[config.mk]
export PLATFORM = sky130hd
export DESIGN_NAME = receptor_serial
export DESIGN_NICKNAME = d
export VERILOG_FILES = /design/src/rtl/rx_pkg.sv /design/src/rtl/receptor_serial_sincronizador.sv /design/src/rtl/receptor_serial.sv
export SDC_FILE = /design/constraint.sdc
export NUM_CORES = 1
export LEC_CHECK = 0
export BUFFER_PORTS_ARGS = -buffer_cell sky130_fd_sc_hd__buf_2
export CAP_MARGIN = 15
export CORE_MARGIN = 5
export CORE_UTILIZATION = 40
export DETAILED_ROUTE_END_ITERATION = 6
export GPL_ROUTABILITY_DRIVEN = 0
export PLACE_DENSITY = 0.57
export SKIP_CTS_REPAIR_TIMING = 1
export SYNTH_ARGS = -nofsm -noshare
export SYNTH_HDL_FRONTEND = slang
export SYNTH_SLANG_ARGS = --single-unit
[constraint.sdc]
create_clock -name Clk -period 1.8 [get_ports Clk]
set_clock_uncertainty 0.15 [all_clocks]
set_input_delay 0.09 -clock Clk [delete_from_list [all_inputs] [get_ports Clk]]
set_output_delay 0.09 -clock Clk [all_outputs]
set_load 0.01 [all_outputs]
[src/rtl/rx_pkg.sv]
// Shared definitions for the serial receiver: FSM state encoding, idle line
// level and the mid-bit sample-point helper.
package rx_pkg;

  typedef enum logic [2:0] {
    OCIOSO      = 3'd0,
    INICIO      = 3'd1,
    DADOS       = 3'd2,
    PARIDADE    = 3'd3,
    PARADA      = 3'd4,
    ESPERA_ALTO = 3'd5
  } estado_t;

  localparam logic RX_IDLE_LEVEL = 1'b1;

  // Number of clock cycles from the start edge to the centre of a bit.
  function automatic int ponto_amostra(input int clks_per_bit);
    return clks_per_bit / 2;
  endfunction

endpackage

[src/rtl/receptor_serial_sincronizador.sv]
// Two-flop synchroniser for the asynchronous serial line. Both flops preset
// to the idle level so reset never produces a false start edge.
module sincronizador_rx
  import rx_pkg::*;
(
  input  logic clk,
  input  logic rst_n,
  input  logic d_async,
  output logic q_sync
);

  logic meta_r;
  logic sync_r;

  // Double-register the line to resolve metastability.
  always_ff @(posedge clk or negedge rst_n) begin
    if (!rst_n) begin
      meta_r <= RX_IDLE_LEVEL;
      sync_r <= RX_IDLE_LEVEL;
    end else begin
      meta_r <= d_async;
      sync_r <= meta_r;
    end
  end

  assign q_sync = sync_r;

endmodule

[src/rtl/receptor_serial.sv]
// Serial-to-parallel UART-style receiver feeding the 8-bit register.
// Good words appear on Dado with a one-cycle Valido; framing and parity
// problems pulse ErroQuadro / ErroParidade and leave Dado untouched.
// Optional feature macro: RX_PARITY_EN (adds an even-parity bit, 11-bit frame).
module receptor_serial
  import rx_pkg::*;
#(
  parameter int CLKS_PER_BIT = 16,
  parameter int DATA_W       = 8
) (
  input  logic              Clk,
  input  logic              Reset,
  input  logic              Rx,
  output logic [DATA_W-1:0] Dado,
  output logic              Valido,
  output logic              ErroQuadro,
  output logic              ErroParidade,
  output logic              Ocupado
);

  localparam int CW = (CLKS_PER_BIT > 1) ? $clog2(CLKS_PER_BIT) : 1;
  localparam int BW = $clog2(DATA_W + 1);
  localparam logic [CW-1:0] CNT_LAST  = CW'(CLKS_PER_BIT - 1);
  localparam logic [CW-1:0] CNT_MID   = CW'(ponto_amostra(CLKS_PER_BIT) - 1);
  localparam logic [BW-1:0] BITS_LAST = BW'(DATA_W - 1);

  logic              rx_s;
  logic              rx_prev_r;
  estado_t           estado_r;
  logic [CW-1:0]     cnt_r;
  logic [BW-1:0]     bit_cnt_r;
  logic [DATA_W-1:0] shift_r;
  logic              par_err_r;

`ifdef RX_PARITY_EN
  // Even parity: returns 1 when data bits plus parity bit have odd weight.
  function automatic logic paridade_errada(input logic [DATA_W-1:0] dados,
                                           input logic bit_par);
    return ^{dados, bit_par};
  endfunction
`endif

  sincronizador_rx u_sinc (
    .clk     (Clk),
    .rst_n   (Reset),
    .d_async (Rx),
    .q_sync  (rx_s)
  );

  // Receiver FSM with bit timing, bit counting, shifting and registered outputs.
  always_ff @(posedge Clk or negedge Reset) begin
    if (!Reset) begin
      rx_prev_r    <= RX_IDLE_LEVEL;
      estado_r     <= OCIOSO;
      cnt_r        <= '0;
      bit_cnt_r    <= '0;
      shift_r      <= '0;
      par_err_r    <= 1'b0;
      Dado         <= '0;
      Valido       <= 1'b0;
      ErroQuadro   <= 1'b0;
      ErroParidade <= 1'b0;
      Ocupado      <= 1'b0;
    end else begin
      rx_prev_r    <= rx_s;
      Valido       <= 1'b0;
      ErroQuadro   <= 1'b0;
      ErroParidade <= 1'b0;
      case (estado_r)
        OCIOSO: begin
          cnt_r     <= '0;
          bit_cnt_r <= '0;
          if ((rx_prev_r == RX_IDLE_LEVEL) && (rx_s != RX_IDLE_LEVEL)) begin
            estado_r  <= INICIO;
            par_err_r <= 1'b0;
            Ocupado   <= 1'b1;
          end else begin
            Ocupado <= 1'b0;
          end
        end
        INICIO: begin
          if (cnt_r == CNT_MID) begin
            // Realign so later samples land mid-bit.
            cnt_r <= '0;
            if (rx_s != RX_IDLE_LEVEL) begin
              estado_r <= DADOS;
            end else begin
              estado_r <= OCIOSO;
              Ocupado  <= 1'b0;
            end
          end else begin
            cnt_r <= cnt_r + 1'b1;
          end
        end
        DADOS: begin
          if (cnt_r == CNT_LAST) begin
            cnt_r   <= '0;
            shift_r <= {rx_s, shift_r[DATA_W-1:1]};
            if (bit_cnt_r == BITS_LAST) begin
              bit_cnt_r <= '0;
`ifdef RX_PARITY_EN
              estado_r  <= PARIDADE;
`else
              estado_r  <= PARADA;
`endif
            end else begin
              bit_cnt_r <= bit_cnt_r + 1'b1;
            end
          end else begin
            cnt_r <= cnt_r + 1'b1;
          end
        end
        PARIDADE: begin
`ifdef RX_PARITY_EN
          if (cnt_r == CNT_LAST) begin
            cnt_r     <= '0;
            par_err_r <= paridade_errada(shift_r, rx_s);
            estado_r  <= PARADA;
          end else begin
            cnt_r <= cnt_r + 1'b1;
          end
`else
          // Unreachable without parity support; recover to idle.
          cnt_r    <= '0;
          estado_r <= OCIOSO;
          Ocupado  <= 1'b0;
`endif
        end
        PARADA: begin
          if (cnt_r == CNT_LAST) begin
            cnt_r <= '0;
            if (rx_s == RX_IDLE_LEVEL) begin
              if (!par_err_r) begin
                Dado   <= shift_r;
                Valido <= 1'b1;
              end else begin
                ErroParidade <= 1'b1;
              end
              estado_r <= OCIOSO;
              Ocupado  <= 1'b0;
            end else begin
              // A parity error in the same frame pulses alongside the framing error.
              ErroQuadro   <= 1'b1;
              ErroParidade <= par_err_r;
              estado_r     <= ESPERA_ALTO;
            end
          end else begin
            cnt_r <= cnt_r + 1'b1;
          end
        end
        ESPERA_ALTO: begin
          cnt_r <= '0;
          if (rx_s == RX_IDLE_LEVEL) begin
            estado_r <= OCIOSO;
            Ocupado  <= 1'b0;
          end else begin
            estado_r <= ESPERA_ALTO;
          end
        end
        default: begin
          cnt_r     <= '0;
          bit_cnt_r <= '0;
          estado_r  <= OCIOSO;
          Ocupado   <= 1'b0;
        end
      endcase
    end
  end

endmodule

==> impl_metrics.csv, run 1 <==
group,metric,value,unit
cells_and_area,synthToLayoutAreaGrowth,16.2,%
sta,relSlewSlack,51.7,%
sta,hold_viol_final,0,
cells_and_area,drive_gt1_share,30.9,%
grt,antenna_found_initial,0,
cells_and_area,final_cells,200,
min_path,min_from,"u_sinc.meta_r$_DFF_PN1_",
cells_and_area,diodes,0,
clock_tree,cts_buffers,5,
power_and_ir_drop,peakVddDrop,0.000589,V
clock_tree,cts_tree,"built",
worst_setup_path,endpoint_kind,"flip-flop",
floorplanning,initial_core_util,41.8,%
clock_tree,clk_pin_slew,70,ps
sta,fin_crit_sh,93.6,%
floorplanning,fp.coreArea,3690,um^2
power_and_ir_drop,p_leak,0.925,nW
detailed_routing,routedWlPerCell,13.5,um
floorplanning,io_pins,15,
grt,grt_max_degree,34,
floorplanning,die-area,5200,um^2
worst_setup_path,slowest_delay,380,ps
logic_synthesis,synth-main-ff-cell,"dfrtp_1",
logic_synthesis,synth-edff-count,0,
sta,fin_ws,115,ps
clock_tree,cts_buffer_depth,2,
detailed_routing,antenna_left,0,
cells_and_area,final_core_util,48.5,%
clock_tree,clock-root-buffer,"clkbuf_8",
min_path,hold_path.class,"reg -> reg",
worst_setup_path,rr_worst_depth,5,
sta,whs,206,ps
worst_setup_path,crit_buf_inv,0,
sta,slew_viol_final,0,
worst_setup_path,slowest_stage,"dfrtp_1",
placed_design,place_ws,21.7,ps
worst_setup_path,r2r-start,"cnt_r[0]$_DFF_PN0_",
clock_tree,clkLatencyLatePin,280,ps
logic_synthesis,ys_types,43,
placed_design,dp_hpwl,1.87,mm
worst_setup_path,crit_arrival,1700,ps
worst_setup_path,r2r-end,"Dado[4]$_DFFE_PN0P_",
logic_synthesis,async_flop_share,100,%
worst_setup_path,cp_max_fo,9,
logic_synthesis,ys.warnings.count,0,
worst_setup_path,r2r_slack,110,ps
clock_tree,htreeDepth,2,
grt,grt_usage,11.9,%
min_path,hold_end,"u_sinc.q_sync$_DFF_PN1_",
detailed_routing,vias,1003,
logic_synthesis,ys_seq_area_share,53.8,%
logic_synthesis,synthCells,131,
sta,fin_crit,1690,ps
floorplanning,rows,22,
grt,grt_pass1_wl,4.76,mm
sta,final-setup-viol-count,0,
logic_synthesis,syn_nets,136,
logic_synthesis,synth_area_leaders,"dfrtp_1, mux2_4, nand2_1, dfstp_2, ha_1",
worst_setup_path,crit_family,"simple AND/OR/NAND/NOR gates",
cells_and_area,final_nets,156,
min_path,hold_depth,0,
detailed_routing,via_per_inst,5.02,
sta,setup_tns,0,ps
run,drv_cap,0,
detailed_routing,wl,2.71,mm
logic_synthesis,netlist_area,1540,um^2
floorplanning,die_w,72.1,um
run_status,status,"finished clean",
detailed_routing,first_iter_violations,49,
grt,first_global_vias,1053,
placed_design,placed_cells,190,
floorplanning,die_height,72.1,um
logic_synthesis,ys_seq_elements,33,
worst_setup_path,path_cells,"ha_2 > nand3_1 > nor3_4 > nand2_4 > mux2_4",
detailed_routing,drc,0,
clock_tree,cts.sinks,33,
grt,grt_remaining_overflow,0,
detailed_routing,firstDrtPassIters,4,
sta,worst_slew_pin_slew,724,ps
sta,rsz0062_at_grt,"no",
placed_design,numPortBuffers,13,
logic_synthesis,yosys.area.top_type,"dfrtp_1",
sta,fmax,0.593,GHz
logic_synthesis,synth.top_cell.area_share,48.7,%
worst_setup_path,cp.required,1820,ps
worst_setup_path,critPathKind,"reg -> reg",
logic_synthesis,syn_avg_cell_area,11.8,um^2
power_and_ir_drop,power_density,1090,nW/um^2
worst_setup_path,cp-start-kind,"flip-flop",
[cells by family (layout without fill, tap and decap cells)]
kind of cell	Yosys count	in the layout	share of synthesized area, %
AOI/OAI and AO/OA	22	22	10.8
xor gates and xnor gates	2	2	1.14
adders and majority gates	2	2	1.62
buffers and inverters	8	29	3.49
DFF	33	33	53.8
muxes	10	10	9.17
other	1	1	0.243
and+or+nand+nor	53	53	19.7
[placed cells by master (no fill, tap or decap), types with 2 or more instances in the layout]
cell / Yosys / routed
nand3_1: 4 / 4
dfstp_2: 3 / 3
nand2b_1: 4 / 4
o31ai_1: 2 / 2
mux2_4: 8 / 8
nor2_1: 4 / 4
dlygate4sd3_1: 0 / 2
nand2_4: 2 / 2
nand2_1: 26 / 26
buf_4: 2 / 4
dfrtp_1: 30 / 30
buf_2: 1 / 13
o311a_1: 2 / 2
o21ai_0: 5 / 5
clkbuf_8: 0 / 6
nor2b_1: 3 / 3
a21oi_1: 2 / 2
inv_1: 2 / 2
xor2_1: 2 / 2
[layer usage]
metal	wire (um)	part of all wire, %	global-route usage, %
met3	122	4.5	4.43
met2	1340	50	19.4
met4	40	1.5	5.01
met5	0	0	0
met1	1200	44	14.0
[stage by stage]
step | instance area, um^2 | total power [mW]
floorplan | 1540 | 1.16
global route | 1790 | 2.07
detailed placement | 1650 | 1.26
CTS | 1770 | 1.98
finish | 1790 | 1.96
global placement | 1650 | 1.23
[registers in the layout, indices dropped and copies added (netlist names)]
register       flops
Dado               8
shift_r            8
bit_cnt_r          4
cnt_r              4
estado_r           3
ErroQuadro         1
Ocupado            1
Valido             1
rx_prev_r          1
u_sinc.meta_r      1
u_sinc.q_sync      1
[synth_stat cells (2+ instances only)]
master    number
buf_6          2
nand2_4        2
nor2b_1        3
dfrtp_1       30
o31ai_1        2
a21oi_1        2
nor2_1         4
o311a_1        2
nand2_1       26
buf_4          2
o21ai_0        5
inv_1          2
ha_1           2
nand3_1        4
nand2b_1       4
xor2_1         2
and3_1         2
dfstp_2        3
mux2_4         8
[worst reg2reg max path: stages (launching register included)]
cell,delay (ps)
dfrtp_1,380
ha_2,230
nand3_1,160
nor3_4,190
nand2_4,150
mux2_4,320
[report_power, final]
part           total, mW  internal [mW]  switching, mW
Combinational      0.336          0.156          0.181
Clock              0.712          0.451          0.261
Sequential         0.907          0.809         0.0983
Total               1.96           1.42          0.540
[layout make-up]
type	count	area [um^2]
multi-input cells	90	662
flip-flops and latches	33	830
clock inverters	1	30.0
repair buffers	19	115
fillers	350	1900
well taps	48	60.1
clock buffers	7	86.3
inverters	2	7.51
[worst max-delay path by stage]
stage                            start                      to  slack (ps)  cells past startpoint
floorplan           cnt_r[0]$_DFF_PN0_  shift_r[7]$_DFFE_PN0P_         120                      5
finish              cnt_r[0]$_DFF_PN0_     Dado[4]$_DFFE_PN0P_         110                      5
global placement    cnt_r[0]$_DFF_PN0_     Dado[4]$_DFFE_PN0P_          90                      5
CTS                 cnt_r[0]$_DFF_PN0_     Dado[4]$_DFFE_PN0P_          10                      5
detailed placement  cnt_r[0]$_DFF_PN0_     Dado[6]$_DFFE_PN0P_          20                      5
global route        cnt_r[0]$_DFF_PN0_     Dado[1]$_DFFE_PN0P_          10                      5
(Power assumes the default switching activity.)
==> run 2, diff against run 1 <==
- BUFFER_PORTS_ARGS: -buffer_cell sky130_fd_sc_hd__buf_2 -> not set
- DONT_BUFFER_PORTS: not set -> 1
- HOLD_SLACK_MARGIN: not set -> 0.08
- PLACE_DENSITY: 0.57 -> 0.53
==> impl_metrics.csv, run 2 (same netlist as run 1, synthesis figures left out) <==
group,metric,value,unit
run_status,status,"finished clean",
worst_setup_path,r2r_slack,100,ps
sta,final-setup-viol-count,0,
grt,grt_pass1_wl,4.76,mm
cells_and_area,drive_gt1_share,27.0,%
worst_setup_path,worstSetupStartpoint,"cnt_r[0]$_DFF_PN0_",
clock_tree,cts_buffer_depth,2,
cells_and_area,multi_input_area,667,um^2
floorplanning,die-area,5200,um^2
worst_setup_path,critPathKind,"reg -> reg",
sta,whs,101,ps
grt,antenna_found_initial,0,
worst_setup_path,crit_arrival,1720,ps
clock_tree,clk_pin_slew,70,ps
sta,fin_ws,104,ps
floorplanning,fp.coreArea,3690,um^2
sta,hold_viol_final,0,
grt,grt_remaining_overflow,0,
detailed_routing,first_iter_violations,44,
floorplanning,die_w,72.1,um
clock_tree,cts_buffers,5,
grt,first_global_vias,929,
power_and_ir_drop,p_leak,0.867,nW
worst_setup_path,endpoint_kind,"flip-flop",
detailed_routing,routedWlPerCell,14.4,um
floorplanning,rows,22,
grt,grt_max_degree,34,
worst_setup_path,cp_max_fo,7,
detailed_routing,vias,968,
power_and_ir_drop,power_density,1060,nW/um^2
cells_and_area,synthToLayoutAreaGrowth,13.1,%
detailed_routing,drc,0,
clock_tree,cts_tree,"built",
floorplanning,initial_core_util,41.8,%
clock_tree,htreeDepth,2,
cells_and_area,diodes,0,
power_and_ir_drop,peakVddDrop,0.000781,V
sta,worst_slew_pin_slew,537,ps
cells_and_area,final_nets,145,
sta,fin_crit,1700,ps
cells_and_area,final_common_cell,"dfrtp_1",
sta,setup_tns,0,ps
placed_design,numPortBuffers,0,
detailed_routing,firstDrtPassIters,4,
placed_design,place_ws,38.8,ps
detailed_routing,wl,2.72,mm
cells_and_area,seqCellArea,830,um^2
detailed_routing,via_per_inst,5.12,
clock_tree,clock-root-buffer,"clkbuf_8",
clock_tree,cts.sinks,33,
placed_design,dp_hpwl,1.94,mm
cells_and_area,top_regs,"Dado: 8 flops, shift_r: 8 flops",
min_path,hold_path.class,"in -> async",
worst_setup_path,cp.required,1830,ps
cells_and_area,layout_common_cells,"dfrtp_1, nand2_1, mux2_4",
run,drv_cap,0,
sta,fin_crit_sh,94.2,%
cells_and_area,fillers,365,
sta,fmax,0.590,GHz
worst_setup_path,cp-start-kind,"flip-flop",
grt,grt_usage,12.0,%
floorplanning,io_pins,15,
sta,relSlewSlack,64.2,%
clock_tree,clkLatencyLatePin,280,ps
sta,slew_viol_final,0,
sta,rsz0062_at_grt,"no",
detailed_routing,antenna_left,0,
floorplanning,die_height,72.1,um
worst_setup_path,r2r-start,"cnt_r[0]$_DFF_PN0_",
-- run 2: critical path: stages (launching register included) --
cell	delay, ps
dfrtp_1	400
ha_2	230
and3_1	260
and3_2	270
buf_4	170
nand2_1	70
nand2_1	50
-- run 2: area by class of cell --
| type | count | area share [%] |
|---|---|---|
| Inverter | 2 | 0.431 |
| Clock inverter | 1 | 0.287 |
| Timing Repair Buffer | 8 | 4.45 |
| Sequential cell | 33 | 47.6 |
| Tap cell | 48 | 3.45 |
| Multi-Input combinational cell | 90 | 38.3 |
| Clock buffer | 7 | 5.53 |
-- run 2: per-stage QoR --
step	std cells	utilization [%]	total power [mW]	area, um^2
after CTS	186	45.9	1.85	1690
after global routing	189	47.3	2.00	1740
after floorplan	131	-	1.16	1540
final	189	47.3	1.85	1740
after detailed placement	178	43.2	1.23	1590
after global placement	178	43.2	1.21	1590
-- run 2: worst paths after layout --
| path | end | cells past startpoint |
|---|---|---|
| setup reg to reg | shift_r[6]$_DFFE_PN0P_ | 6 |
| max in group asynchronous | u_sinc.q_sync$_DFF_PN1_ | 2 |
| hold reg to reg | u_sinc.q_sync$_DFF_PN1_ | 0 |
| min in group Clk | u_sinc.meta_r$_DFF_PN1_ | 1 |
| setup / recovery | shift_r[6]$_DFFE_PN0P_ | 6 |
| hold / removal | shift_r[1]$_DFFE_PN0P_ | 2 |
-- run 2: power by group --
| part | switching (mW) | leakage, nW | internal [mW] | total [mW] |
|---|---|---|---|---|
| clock network | 0.262 | 0.0542 | 0.345 | 0.608 |
| logic | 0.169 | 0.372 | 0.150 | 0.319 |
| registers | 0.113 | 0.441 | 0.809 | 0.921 |
-- run 2: layer usage --
layer  track usage, %  share of wire, %  wire length [um]  up-vias
li1                 -                 -                 -      471
met1             17.4                49              1350      474
met2             15.1                43              1160       15
met3             4.99               5.9               162        8
met4             5.64               1.9                53        0
met5                0                 0                 0        -
==> run 3, diff against run 2 <==
- REMOVE_ABC_BUFFERS: not set -> 1
==> impl_metrics.csv, run 3 (same netlist as run 1, synthesis figures left out) <==
group,metric,value,unit
floorplanning,initial_core_util,41.8,%
cells_and_area,drive_gt1_share,25.0,%
clock_tree,cts_buffer_depth,2,
cells_and_area,fillers,356,
detailed_routing,routedWlPerCell,14.2,um
detailed_routing,drc,0,
placed_design,placed_cells,177,
placed_design,dp_hpwl,1.86,mm
grt,antenna_found_initial,0,
clock_tree,clk_pin_slew,70,ps
clock_tree,cts_tree,"built",
min_path,hold_path.class,"in -> async",
grt,grt_pass1_wl,4.67,mm
floorplanning,die_height,72.1,um
clock_tree,clkLatencyLatePin,280,ps
power_and_ir_drop,p_leak,0.855,nW
floorplanning,die-area,5200,um^2
sta,final-setup-viol-count,0,
detailed_routing,wl,2.66,mm
sta,relSlewSlack,64.6,%
detailed_routing,firstDrtPassIters,4,
worst_setup_path,cp_max_fo,9,
run_status,status,"finished clean",
placed_design,numPortBuffers,0,
floorplanning,io_pins,15,
power_and_ir_drop,peakVddDrop,0.000484,V
power_and_ir_drop,power_density,1030,nW/um^2
worst_setup_path,slowest_delay,360,ps
cells_and_area,fin_area,1710,um^2
grt,first_global_vias,963,
run,drv_cap,0,
cells_and_area,final_cells,188,
cells_and_area,diodes,0,
cells_and_area,layout_common_cells,"dfrtp_1, nand2_1, mux2_4",
sta,fin_crit_sh,95.0,%
worst_setup_path,slowest_stage,"dfrtp_1",
cells_and_area,synthToLayoutAreaGrowth,11.2,%
sta,worst_slew_pin_slew,532,ps
clock_tree,cts_buffers,5,
sta,slew_viol_final,0,
worst_setup_path,crit_family,"simple AND/OR/NAND/NOR gates",
clock_tree,htreeDepth,2,
detailed_routing,first_iter_violations,42,
cells_and_area,final_common_cell,"dfrtp_1",
floorplanning,rows,22,
grt,grt_remaining_overflow,0,
floorplanning,die_w,72.1,um
worst_setup_path,endpoint_kind,"flip-flop",
power_and_ir_drop,total_power,1.76,mW
sta,hold_viol_final,0,
detailed_routing,vias,967,
worst_setup_path,critPathKind,"reg -> reg",
clock_tree,cts.sinks,33,
detailed_routing,antenna_left,0,
detailed_routing,via_per_inst,5.14,
cells_and_area,final_nets,144,
grt,grt_max_degree,34,
worst_setup_path,crit_arrival,1720,ps
worst_setup_path,crit_buf_inv,0,
worst_setup_path,cp.required,1810,ps
placed_design,dpl-instance-area,1590,um^2
sta,fmax,0.585,GHz
worst_setup_path,cp-start-kind,"flip-flop",
floorplanning,fp.coreArea,3690,um^2
worst_setup_path,path_cells,"ha_1 > nand3_2 > nor3_4 > nand2_4 > mux2_4",
sta,fin_crit,1710,ps
grt,grt_usage,11.9,%
clock_tree,clock-root-buffer,"clkbuf_8",
cells_and_area,top_regs,"Dado: 8 flops, shift_r: 8 flops",
==> run 3: cell count changes in the layout (fill, tap and decap cells not counted), sizes merged <==
| cell | before | now |
|---|---|---|
| buf | 6 | 5 |
| clkbuf | 7 | 6 |
| clkinv | 1 | 2 |
==> run 3: cell type report <==
type	count	area [um^2]	area share [%]
Multi-Input combinational cell	90	664	38.8
Timing Repair Buffer	7	70.1	4.09
Inverter	2	7.51	0.438
Clock inverter	2	10.0	0.584
Sequential cell	33	830	48.4
Clock buffer	6	72.6	4.23
Tap cell	48	60.1	3.50
==> run 3: report_power, final <==
group,switching (mW),internal [mW]
logic,0.172,0.147
registers,0.109,0.809
clock network,0.258,0.267
total,0.539,1.22
==> run 3: final timing paths <==
| check | startpoint | to | slack [ps] | depth (start not counted) |
|---|---|---|---|---|
| max in group asynchronous | Reset | u_sinc.meta_r$_DFF_PN1_ | 1140 | 2 |
| min reg2reg | u_sinc.meta_r$_DFF_PN1_ | u_sinc.q_sync$_DFF_PN1_ | 210 | 0 |
| max reg2reg | cnt_r[0]$_DFF_PN0_ | Dado[6]$_DFFE_PN0P_ | 90 | 5 |
| min in group Clk | Rx | u_sinc.meta_r$_DFF_PN1_ | 200 | 1 |
| min | Reset | bit_cnt_r[0]$_DFFE_PN0P_ | 120 | 2 |
| max | cnt_r[0]$_DFF_PN0_ | Dado[6]$_DFFE_PN0P_ | 90 | 5 |
==> run 3: metrics by stage <==
stage / setup WS (ps) / setup TNS, ps / hold slack, ps / util, %
after detailed placement: 36.9 / 0 / -355 / 43.0
after CTS: 33.1 / 0 / -666 / 45.2
after global routing: -9.83 / -14.9 / 123 / 46.5
final: 89.8 / 0 / 117 / 46.5
after global placement: 84.8 / 0 / -354 / 43.0
after floorplan: 137 / 0 / -356 / -
==> run 3: metal layers <==
layer / track usage [%] / wire length, um / up-vias
met5: 0 / 0 / -
met4: 4.80 / 51 / 0
met3: 6.23 / 186 / 7
met2: 17.6 / 1260 / 24
met1: 14.5 / 1160 / 464
li1: - / - / 472
==> run 3: worst reg2reg max path: stages (launching register included) <==
cell and delay (ps):
dfrtp_1 360, ha_1 250, nand3_2 150, nor3_4 220, nand2_4 150, mux2_4 320
